## src/rtl/jk_reg_bank.sv

```systemverilog
// Purpose: WIDTH-bit JK flip-flop bank with JK, count-up, count-down and shift-left modes (macro JK_REG_BANK_SATURATE_EN makes counters saturate).
// Latency: q, qbar and chg update one clk edge after inputs are sampled; tc is combinational from q and mode.
// Backpressure: none; en=0 holds q/qbar and zeroes chg, sclr overrides en and mode.
module jk_reg_bank #(
    parameter int               WIDTH     = 8,
    parameter logic [WIDTH-1:0] RESET_VAL = {WIDTH{1'b0}}
) (
    input  logic             clk,
    input  logic             clr_n,
    input  logic             en,
    input  logic             sclr,
    input  logic [1:0]       mode,
    input  logic [WIDTH-1:0] j,
    input  logic [WIDTH-1:0] k,
    output logic [WIDTH-1:0] q,
    output logic [WIDTH-1:0] qbar,
    output logic             tc,
    output logic [WIDTH-1:0] chg
);

    localparam logic [1:0] MODE_JK    = 2'b00;
    localparam logic [1:0] MODE_UP    = 2'b01;
    localparam logic [1:0] MODE_DOWN  = 2'b10;
    localparam logic [1:0] MODE_SHIFT = 2'b11;

    logic [WIDTH-1:0] j_drv;
    logic [WIDTH-1:0] k_drv;
    logic [WIDTH-1:0] shift_val;
    logic [WIDTH-1:0] next_q;
    logic             q_all_ones;
    logic             q_all_zero;

    assign q_all_ones = &q;
    assign q_all_zero = ~|q;
    assign shift_val  = {q[WIDTH-2:0], j[0]};

    // Translate the selected mode into a J/K drive per bit; counters toggle a bit when all lower bits are at the carry/borrow value.
    always_comb begin : jk_drive
        logic carry;
        carry = 1'b1;
        j_drv = '0;
        k_drv = '0;
        case (mode)
            MODE_JK: begin
                j_drv = j;
                k_drv = k;
            end
            MODE_UP: begin
                for (int i = 0; i < WIDTH; i++) begin
                    j_drv[i] = carry;
                    k_drv[i] = carry;
                    carry    = carry & q[i];
                end
            end
            MODE_DOWN: begin
                for (int i = 0; i < WIDTH; i++) begin
                    j_drv[i] = carry;
                    k_drv[i] = carry;
                    carry    = carry & ~q[i];
                end
            end
            MODE_SHIFT: begin
                // J = target, K = ~target forces each bit to the shifted value.
                j_drv = shift_val;
                k_drv = ~shift_val;
            end
            default: begin
                j_drv = '0;
                k_drv = '0;
            end
        endcase
`ifdef JK_REG_BANK_SATURATE_EN
        // At the terminal value the counter holds instead of wrapping.
        if ((mode == MODE_UP && q_all_ones) || (mode == MODE_DOWN && q_all_zero)) begin
            j_drv = '0;
            k_drv = '0;
        end
`endif
    end

    // Characteristic JK equation applied bitwise: set on J, clear on K, toggle on both.
    assign next_q = (j_drv & ~q) | (~k_drv & q);

    // Terminal count is only meaningful in the two counting modes.
    assign tc = ((mode == MODE_UP) && q_all_ones) || ((mode == MODE_DOWN) && q_all_zero);

    // State, complement and change mask registers; qbar is its own flop kept as ~q.
    always_ff @(posedge clk or negedge clr_n) begin
        if (!clr_n) begin
            q    <= RESET_VAL;
            qbar <= ~RESET_VAL;
            chg  <= '0;
        end else if (sclr) begin
            q    <= RESET_VAL;
            qbar <= ~RESET_VAL;
            chg  <= q ^ RESET_VAL;
        end else if (en) begin
            q    <= next_q;
            qbar <= ~next_q;
            chg  <= q ^ next_q;
        end else begin
            chg  <= '0;
        end
    end

endmodule

```

## config.mk

```make
export PLATFORM = sky130hd
export DESIGN_NAME = jk_reg_bank
export DESIGN_NICKNAME = d
export VERILOG_FILES = /design/src/rtl/jk_reg_bank.sv
export SDC_FILE = /design/constraint.sdc
export NUM_CORES = 1
export LEC_CHECK = 0
export CAP_MARGIN = 0
export CORE_ASPECT_RATIO = 0.8
export CORE_MARGIN = 10
export CORE_UTILIZATION = 52
export DETAILED_ROUTE_END_ITERATION = 8
export PLACE_DENSITY = 0.86
export REMOVE_ABC_BUFFERS = 1
export SYNTH_ARGS = -nofsm -noshare
export SYNTH_HDL_FRONTEND = slang
export SYNTH_SLANG_ARGS = --single-unit
```

## constraint.sdc

```tcl
create_clock -name clk -period 2.95 [get_ports clk]
set_input_delay 0.59 -clock clk [delete_from_list [all_inputs] [get_ports clk]]
set_output_delay 0.59 -clock clk [all_outputs]
set_load 0.01 [all_outputs]
```

### Word level (Yosys, flattened, before mapping)

Cells that the tools add are included.

* output and inout bits: 25
* logic and storage cells: 49
* bits of input ports: 22
* register bits after elaboration: 24

* equal/unequal tests: 3
* bitwise operators: 27
* reductions and logical operators: 8
* muxes and demuxes: 8

Operator list (count)
* 8-bit one-hot mux with 4 select lines: 2
* 8-bit two-way mux: 6
* 8-bit NOT: 4
* 8-bit bitwise AND: 2
* 1-bit bitwise AND: 12
* 8-bit bitwise OR: 1
* 8-bit AND reduction: 1
* 8-bit OR reduction: 1
* 8-bit XOR: 1
* 1-bit NOT: 7
* 2-bit equality test, second input constant: 2
* 2-bit by 1-bit equality test with 1-bit output, second input constant: 1
* 1-bit logical AND: 2
* 2-bit zero test: 1
* 2-bit nonzero test: 1
* 1-bit zero test: 1
* 1-bit logical OR: 1

### Longest topological paths before layout

Gate-level depths: netlist of run 1.

* depth after elaboration: 14
* mapped depth: 6
* depth with buffers taken out: 4

### Worst setup path after synthesis of run 1

No wires, ideal clock.

* kind: input -> output
* from: input port mode[0]
* to: output port tc
* path buffers: 1
* stages: 4
* data arrival time: 1674 ps
* setup slack: 686 ps
* data required time: 2360 ps
* path through: buf_2 inv_1 or4_1 o21ai_0

* longest elaborated chain between the ends: 3
* elaborated cells between the ends (all ways): 5
* classes of those cells: 2 x eq/ne; 3 x reduce/logical

Ends and longest elaborated chain
* start, declared: line 12 `input logic [1:0] mode,`
* 2-bit by 1-bit equality test with 1-bit output / 2-bit equality test (equally long branches): line 85 `assign tc = ((mode == MODE_UP) && q_all_ones) || ((mode == MODE_DOWN) && q_all_zero);`
* 1-bit logical AND: line 85
* 1-bit logical OR *: line 85
* end, declared: line 17 `output logic tc,`

Mark *: on every way between the ends. The rest lies on a longest branch, timed or not.

### Worst setup path after layout of run 1

Ends and elaborated chain as after synthesis.

==> results.tsv, run 1 <==
metric	value	unit
sequential cell area fraction in the yosys report	35.8	%
crit path cell chain	clkdlybuf4s50_1 -> inv_1 -> or4_1 -> o21ai_0 -> dlygate4sd2_1	
critical path start-end classification	primary input to output port	
antenna violations before repair	0	
data required time of the worst path	2360	ps
GRT Util Overall	17.6	%
kind of cell with the highest combined delay on the critical path	buffers and inverters	
final core utilization	73.0	%
Pre-antenna DRT Iters	6	
depth of the worst hold-timing path	2	
core footprint	3130	µm²
average cell area after synthesis	8.58	µm²
post-detailed-route via-to-cell ratio	6.55	
startpoint of the tightest hold check path	qbar[5]	
number of antenna cells inserted	0	
die height	71.3	µm
dpl hpwl	3.96	mm
R2R cell count	5	
most common library cell in the layout ignoring fill and taps	clkdlybuf4s50_1	
endpoint kind of the worst setup timing path	output port	
number of remaining DRC errors	0	
worst clock skew on the final layout	7.42	ps
Yosys warnings	0	
pwr/cell area	419	nW/µm²
worst voltage drop across the vdd grid	0.000346	V
top post-synthesis cells by area	dfrtp_1 (23%), dfstp_2 (12%), clkbuf_1 (3.1%)	
via total after detailed routing	1853	
synthesized instance count	199	
Synth cell types	57	
clock tree from TritonCTS	built	
clock period minus final worst setup slack	2760	ps
worst setup slack for register-to-register paths	920	ps
leading register cell type out of synthesis	dfrtp_1	
Tightest Pin Transition	452	ps
data arrival time of the critical path	2170	ps
final weighted congestion of routability-driven global placement	0.930	
top achievable clock speed	362	MHz
number of enable flip-flop cells after synthesis	0	
total wire length	5.41	mm
Total Nets Final	266	
non-filler cells in the finished layout	283	
CTS root buf	clkbuf_8	
cell area after synthesis	1710	µm²
critical-path maximum fanout	2	
worst hold path class	register to register	
number of buffers on the longest clock path	2	
RSZ-0062 raised after global routing	false	
share of flip-flops with an asynchronous set or reset after synthesis	100	%
clock buffer count from CTS	3	
Yosys reg bits	24	
number of cells in the design after placement	279	
Avg WL per Cell	19.1	µm
global route overflow	0	
initial standard-cell utilization of the core	54.6	%
end of the worst register-to-register path	q[4]	
global-route wire length before repair	9.06	mm
CP startpoint kind	primary input	
post-route ant nets	0	
number of port buffers	46	
Crit Reg-Reg Startpoint	q[1]	
slowest stage delay, CP	530	ps
number of ports placed on the die boundary	47	
fin crit share	93.5	%
status	completed	
growth of design area from synthesis to finish	33.8	%
clock slew at reported path FFs	90	ps
clock insertion delay at the later pin of the skew report	270	ps
post-synth top area cell	dfrtp_1	
leakage power total	0.898	nW
endpoint of the worst hold-timing path	qbar[5]	
number of violations of the max-capacitance limit	0	
standard-cell row count	18	
maximum level of the CTS H-tree	1	
via count of the first global-routing pass	1832	
DRC violation total after the first TritonRoute iteration	295	
most used cells in the layout excluding fill and tap cells	clkdlybuf4s50_1 (45), dfrtp_1 (16), buf_4 (15), nand2_1 (12), nor2_1 (11)	
Bufs and invs on worst path	3	
Worst slew margin	69.6	%
sink count of the clock tree	24	
Total Die Area	5990	µm²
Final Setup Violations	0	
max-slew violation count	0	
fraction of final layout cells sized beyond drive strength 1	14.8	%
die extent in x	84.1	µm
number of hold violations in the final report	0	
pin count of the biggest net entering global routing	28	
highest-delay cell along the critical path	or4_1	
Synth top area share	23.4	%
## synth_stat cells (all sizes together), types with 4 or more instances
library cell	n
nand2	12
nor2	11
a21o	4
nor3	4
inv	6
nor4	6
o21ai	9
nand2b	6
a22o	4
clkbuf	14
nand4	4
nor2b	8
nand3	4
buf	7
dfstp	8
dfrtp	16
a21oi	10
or3	5
## worst min-delay path: stages (launching register included)
cell,delay (ps)
dfstp_2,380
nand2_1,50
o211ai_1,80
## registers in the layout (all words and copies together), names as in the netlist
register  count
q             8
chg           8
qbar          8
## power breakdown
group	switching, W	internal [W]	leakage [nW]	total [W]
Combinational	0.000170	0.000178	0.579	0.000348
Clock	0.000108	0.0000967	0.0228	0.000205
Sequential	0.0000331	0.000371	0.297	0.000405
## cells by family (layout without fill, tap and decap cells)
group	Yosys count	in the layout	share of synthesized area, %
simple gates	76	76	25.9
compound gates	70	70	30.7
buf+inv	27	71	6.52
flops	24	24	35.8
xor+xnor	1	1	0.513
mux	1	1	0.659
## per-stage QoR
stage	instance area [µm²]	power (W)	worst slack, ps	hold slack, ps	TNS, ps
after floorplan	1620	0.000567	775	294	0
after global placement	2240	0.000744	-81.7	491	-81.7
after detailed placement	2240	0.000756	-98.1	490	-98.1
after CTS	2290	0.000963	176	502	0
after global routing	2290	0.00102	133	513	0
final	2290	0.000957	190	502	0
## layout make-up
cell class	instances	area (µm²)
inverter	6	22.5
timing repair buffer	61	572
multi-input combinational	148	986
tap	40	50.0
clock buffer	4	45.0
fill	231	845
sequential	24	611
## worst max path at each step
stage               startpoint  endpoint  slack, ps  cells after the start
floorplan                 q[1]        tc        780                      3
detailed placement     mode[0]        tc       -100                      5
CTS                    mode[0]        tc        180                      5
global placement       mode[0]        tc        -80                      5
finish                 mode[0]        tc        190                      5
global route           mode[0]        tc        130                      5
## layer usage
layer	track usage [%]	vias up	share of wire, %
met4	3.71	0	0.24
met5	0	-	0
met3	5.54	6	9.5
li1	-	847	-
met1	22.6	885	44
met2	28.5	115	47
## repair_timing
action,in CTS,in global routing
setup endpoints to repair,1,0
hold buffers,0,0
hold endpoints to repair,0,0
gates resized for setup,1,0
setup buffers,0,0
Power figures use the tool's default switching activity.
==> inputs of run 2 (changes only) <==
--- a/config.mk
+++ b/config.mk
@@ -9,6 +9,7 @@
 export CORE_ASPECT_RATIO = 0.8
 export CORE_MARGIN = 10
 export CORE_UTILIZATION = 52
+export CTS_CLUSTER_SIZE = 12
 export DETAILED_ROUTE_END_ITERATION = 8
 export PLACE_DENSITY = 0.86
 export REMOVE_ABC_BUFFERS = 1
==> results of run 2 <==
The final DEF is identical to that of run 1; final timing and power are the same.
==> inputs of run 3 (changes only) <==
--- a/config.mk
+++ b/config.mk
@@ -5,14 +5,16 @@
 export SDC_FILE = /design/constraint.sdc
 export NUM_CORES = 1
 export LEC_CHECK = 0
+export ABC_AREA = 1
 export CAP_MARGIN = 0
 export CORE_ASPECT_RATIO = 0.8
 export CORE_MARGIN = 10
-export CORE_UTILIZATION = 52
+export CORE_UTILIZATION = 50
 export CTS_CLUSTER_SIZE = 12
 export DETAILED_ROUTE_END_ITERATION = 8
-export PLACE_DENSITY = 0.86
+export PLACE_DENSITY = 0.84
 export REMOVE_ABC_BUFFERS = 1
+export SLEW_MARGIN = 25
 export SYNTH_ARGS = -nofsm -noshare
 export SYNTH_HDL_FRONTEND = slang
 export SYNTH_SLANG_ARGS = --single-unit
==> results.tsv, run 3 <==
metric	value	unit	change
status	completed		
antenna violations before repair	0		unchanged
clock period minus final worst setup slack	2860	ps	+98.1 ps
post-route ant nets	0		unchanged
synthesized instance count	221		+11%
number of remaining DRC errors	0		unchanged
worst clock skew on the final layout	1.94	ps	-5.48 ps
data required time of the worst path	2360	ps	about the same
fraction of final layout cells sized beyond drive strength 1	12.7	%	-2.1 points
sink count of the clock tree	24		unchanged
worst setup path startpoint	mode[0]		
worst slack after detailed placement	73.9	ps	+172 ps
data arrival time of the critical path	2270	ps	+100 ps
number of buffers on the longest clock path	2		unchanged
Synth cell types	32		-44%
number of buffers inserted for hold repair after clock tree synthesis	0		unchanged
top post-synthesis cells by area	dfrtp_1 (26%), nand2_1 (19%), dfstp_2 (13%)		
post-synth top area cell	dfrtp_1		
via count of the first global-routing pass	1580		-14%
final setup slack of the worst path	92.3	ps	-98.1 ps
Pre-antenna DRT Iters	4		-2
number of enable flip-flop cells after synthesis	0		unchanged
startpoint of the tightest hold check path	qbar[6]		
clock slew at reported path FFs	90	ps	about the same
dpl hpwl	3.25	mm	-18%
global route overflow	0		unchanged
max-slew violation count	0		unchanged
final weighted congestion of routability-driven global placement	0.907		-2.5%
fin crit share	96.9	%	+3.3 points
non-filler cells in the finished layout	308		+8.8%
standard-cell row count	18		unchanged
count of filler cells inserted in the layout	265		+15%
power consumption	0.000961	W	+0.42%
Yosys reg bits	24		unchanged
CP startpoint kind	primary input		
clock insertion delay at the later pin of the skew report	270	ps	about the same
sequential cell area fraction in the yosys report	39.2	%	+3.4 points
leading register cell type out of synthesis	dfrtp_1		
top post-synthesis cells by count	nand2_1 (78), nor2_1 (26), nand3_1 (17)		
worst hold path class	register to register		
clock buffer count from CTS	3		unchanged
number of ports placed on the die boundary	47		unchanged
average cell area after synthesis	7.05	µm²	-18%
count leader, synth	nand2_1		
number of cells in the design after placement	304		+9.0%
CTS root buf	clkbuf_8		
die extent in x	82.4	µm	-2.0%
core footprint	3040	µm²	-2.9%
critical path start-end classification	primary input to output port		
global-route wire length before repair	7.16	mm	-21%
number of violations of the max-capacitance limit	0		unchanged
leakage power total	0.966	nW	+7.6%
pwr/cell area	455	nW/µm²	+8.7%
worst voltage drop across the vdd grid	0.000378	V	+9.3%
Tightest Pin Transition	569	ps	+117 ps
area of the multi-input gates	821	µm²	-17%
Total Die Area	5770	µm²	-3.8%
most common library cell in the layout ignoring fill and taps	nand2_1		
number of port buffers	46		unchanged
RSZ-0062 raised after global routing	false		
clock tree from TritonCTS	built		
Crit Reg-Reg Startpoint	q[0]		
Yosys warnings	0		unchanged
Total Nets Final	291		+9.4%
share of flip-flops with an asynchronous set or reset after synthesis	100	%	unchanged
Worst slew margin	61.9	%	-7.7 points
top achievable clock speed	350	MHz	-3.4%
number of hold violations in the final report	0		unchanged
Avg WL per Cell	13.9	µm	-27%
initial standard-cell utilization of the core	51.3	%	-3.3 points
endpoint kind of the worst setup timing path	output port		
DRC violation total after the first TritonRoute iteration	109		-63%
critical-path maximum fanout	4		+2
pin count of the biggest net entering global routing	25		-11%
flip-flop and latch area	611	µm²	unchanged
growth of design area from synthesis to finish	35.5	%	
maximum level of the CTS H-tree	1		unchanged
Top Registers	chg: 8 flops, q: 8 flops, qbar: 8 flops		
Synth top area share	25.7	%	+2.2 points
total wire length	4.27	mm	-21%
most used cells in the layout excluding fill and tap cells	nand2_1 (78), clkdlybuf4s50_1 (46), nor2_1 (25), nand3_1 (17), dfrtp_1 (16)		
GRT Util Overall	15.0	%	-2.6 points
setup total negative slack	0	ps	unchanged
number of antenna cells inserted	0		unchanged
Final Setup Violations	0		unchanged
cell area after synthesis	1560	µm²	-8.7%
via total after detailed routing	1622		-12%
post-detailed-route via-to-cell ratio	5.27		-20%
die height	69.9	µm	-1.8%
==> run 3: cell count changes after synthesis, sizes merged, moves of 5 or more <==
cell	delta
nand2	+67
nor2	+18
nand3	+13
clkbuf	-12
inv	+12
nor2b	-8
nand2b	-6
nor4	-6
or3	-5
==> run 3: path summary, 6_finish.rpt <==
path	endpoint	slack, ps	cells after the start
max	tc	90	7
min	qbar[6]	470	2
max reg2reg	chg[5]	1300	8
min reg2reg	qbar[6]	470	2
max in group asynchronous	qbar[4]	1990	2
min in group asynchronous	chg[0]	680	2
==> run 3: what timing repair did <==
action | in CTS | in global routing
gates resized for setup | 0 | 1
endpoints found under the setup margin | 0 | 1
setup buffers | 0 | 0
==> run 3: cells by family (layout without fill, tap and decap cells) <==
group,after synthesis,count (layout),synth area share [%]
simple gates,134,134,36.4
mux,1,1,0.642
compound gates,35,35,15.5
buf+inv,27,74,8.35
flops,24,24,39.2
==> run 3: power by group <==
part	switching, W	internal [W]	total (W)	leakage [nW]
Combinational	0.000163	0.000155	0.000318	0.643
Sequential	0.0000383	0.000378	0.000417	0.295
Clock	0.000107	0.000119	0.000227	0.0288
Total	0.000309	0.000652	0.000961	0.966
==> run 3: layer usage <==
metal / GRT usage [%] / vias to the layer above / part of all wire (%)
met4: 2.64 / 0 / 0.23
li1: - / 815 / -
met2: 24.7 / 52 / 46
met3: 5.37 / 2 / 9.7
met5: 0 / - / 0
met1: 18.3 / 753 / 44
==> run 3: per-stage QoR <==
stage / hold slack, ps / util, % / cell area [µm²]
final: 473 / 69.5 / 2110
after global placement: 455 / 67.6 / 2050
after global routing: 497 / 69.5 / 2110
after CTS: 476 / 69.4 / 2110
after detailed placement: 460 / 67.6 / 2050
after floorplan: 294 / - / 1500
==> run 3: layout make-up <==
class / instances / area share [%]
well taps: 40 / 2.37
repair buffers: 52 / 23.9
clock buffers: 4 / 2.61
inverters: 18 / 3.32
multi-input cells: 170 / 38.9
flip-flops and latches: 24 / 28.9
==> run 3: worst max-delay path: stages <==
cell and delay [ps]:
clkdlybuf4s50_1 440, inv_2 110, nand2_1 90, nor2_2 160
nand3_1 130, mux2i_1 180, clkdlybuf4s50_1 570
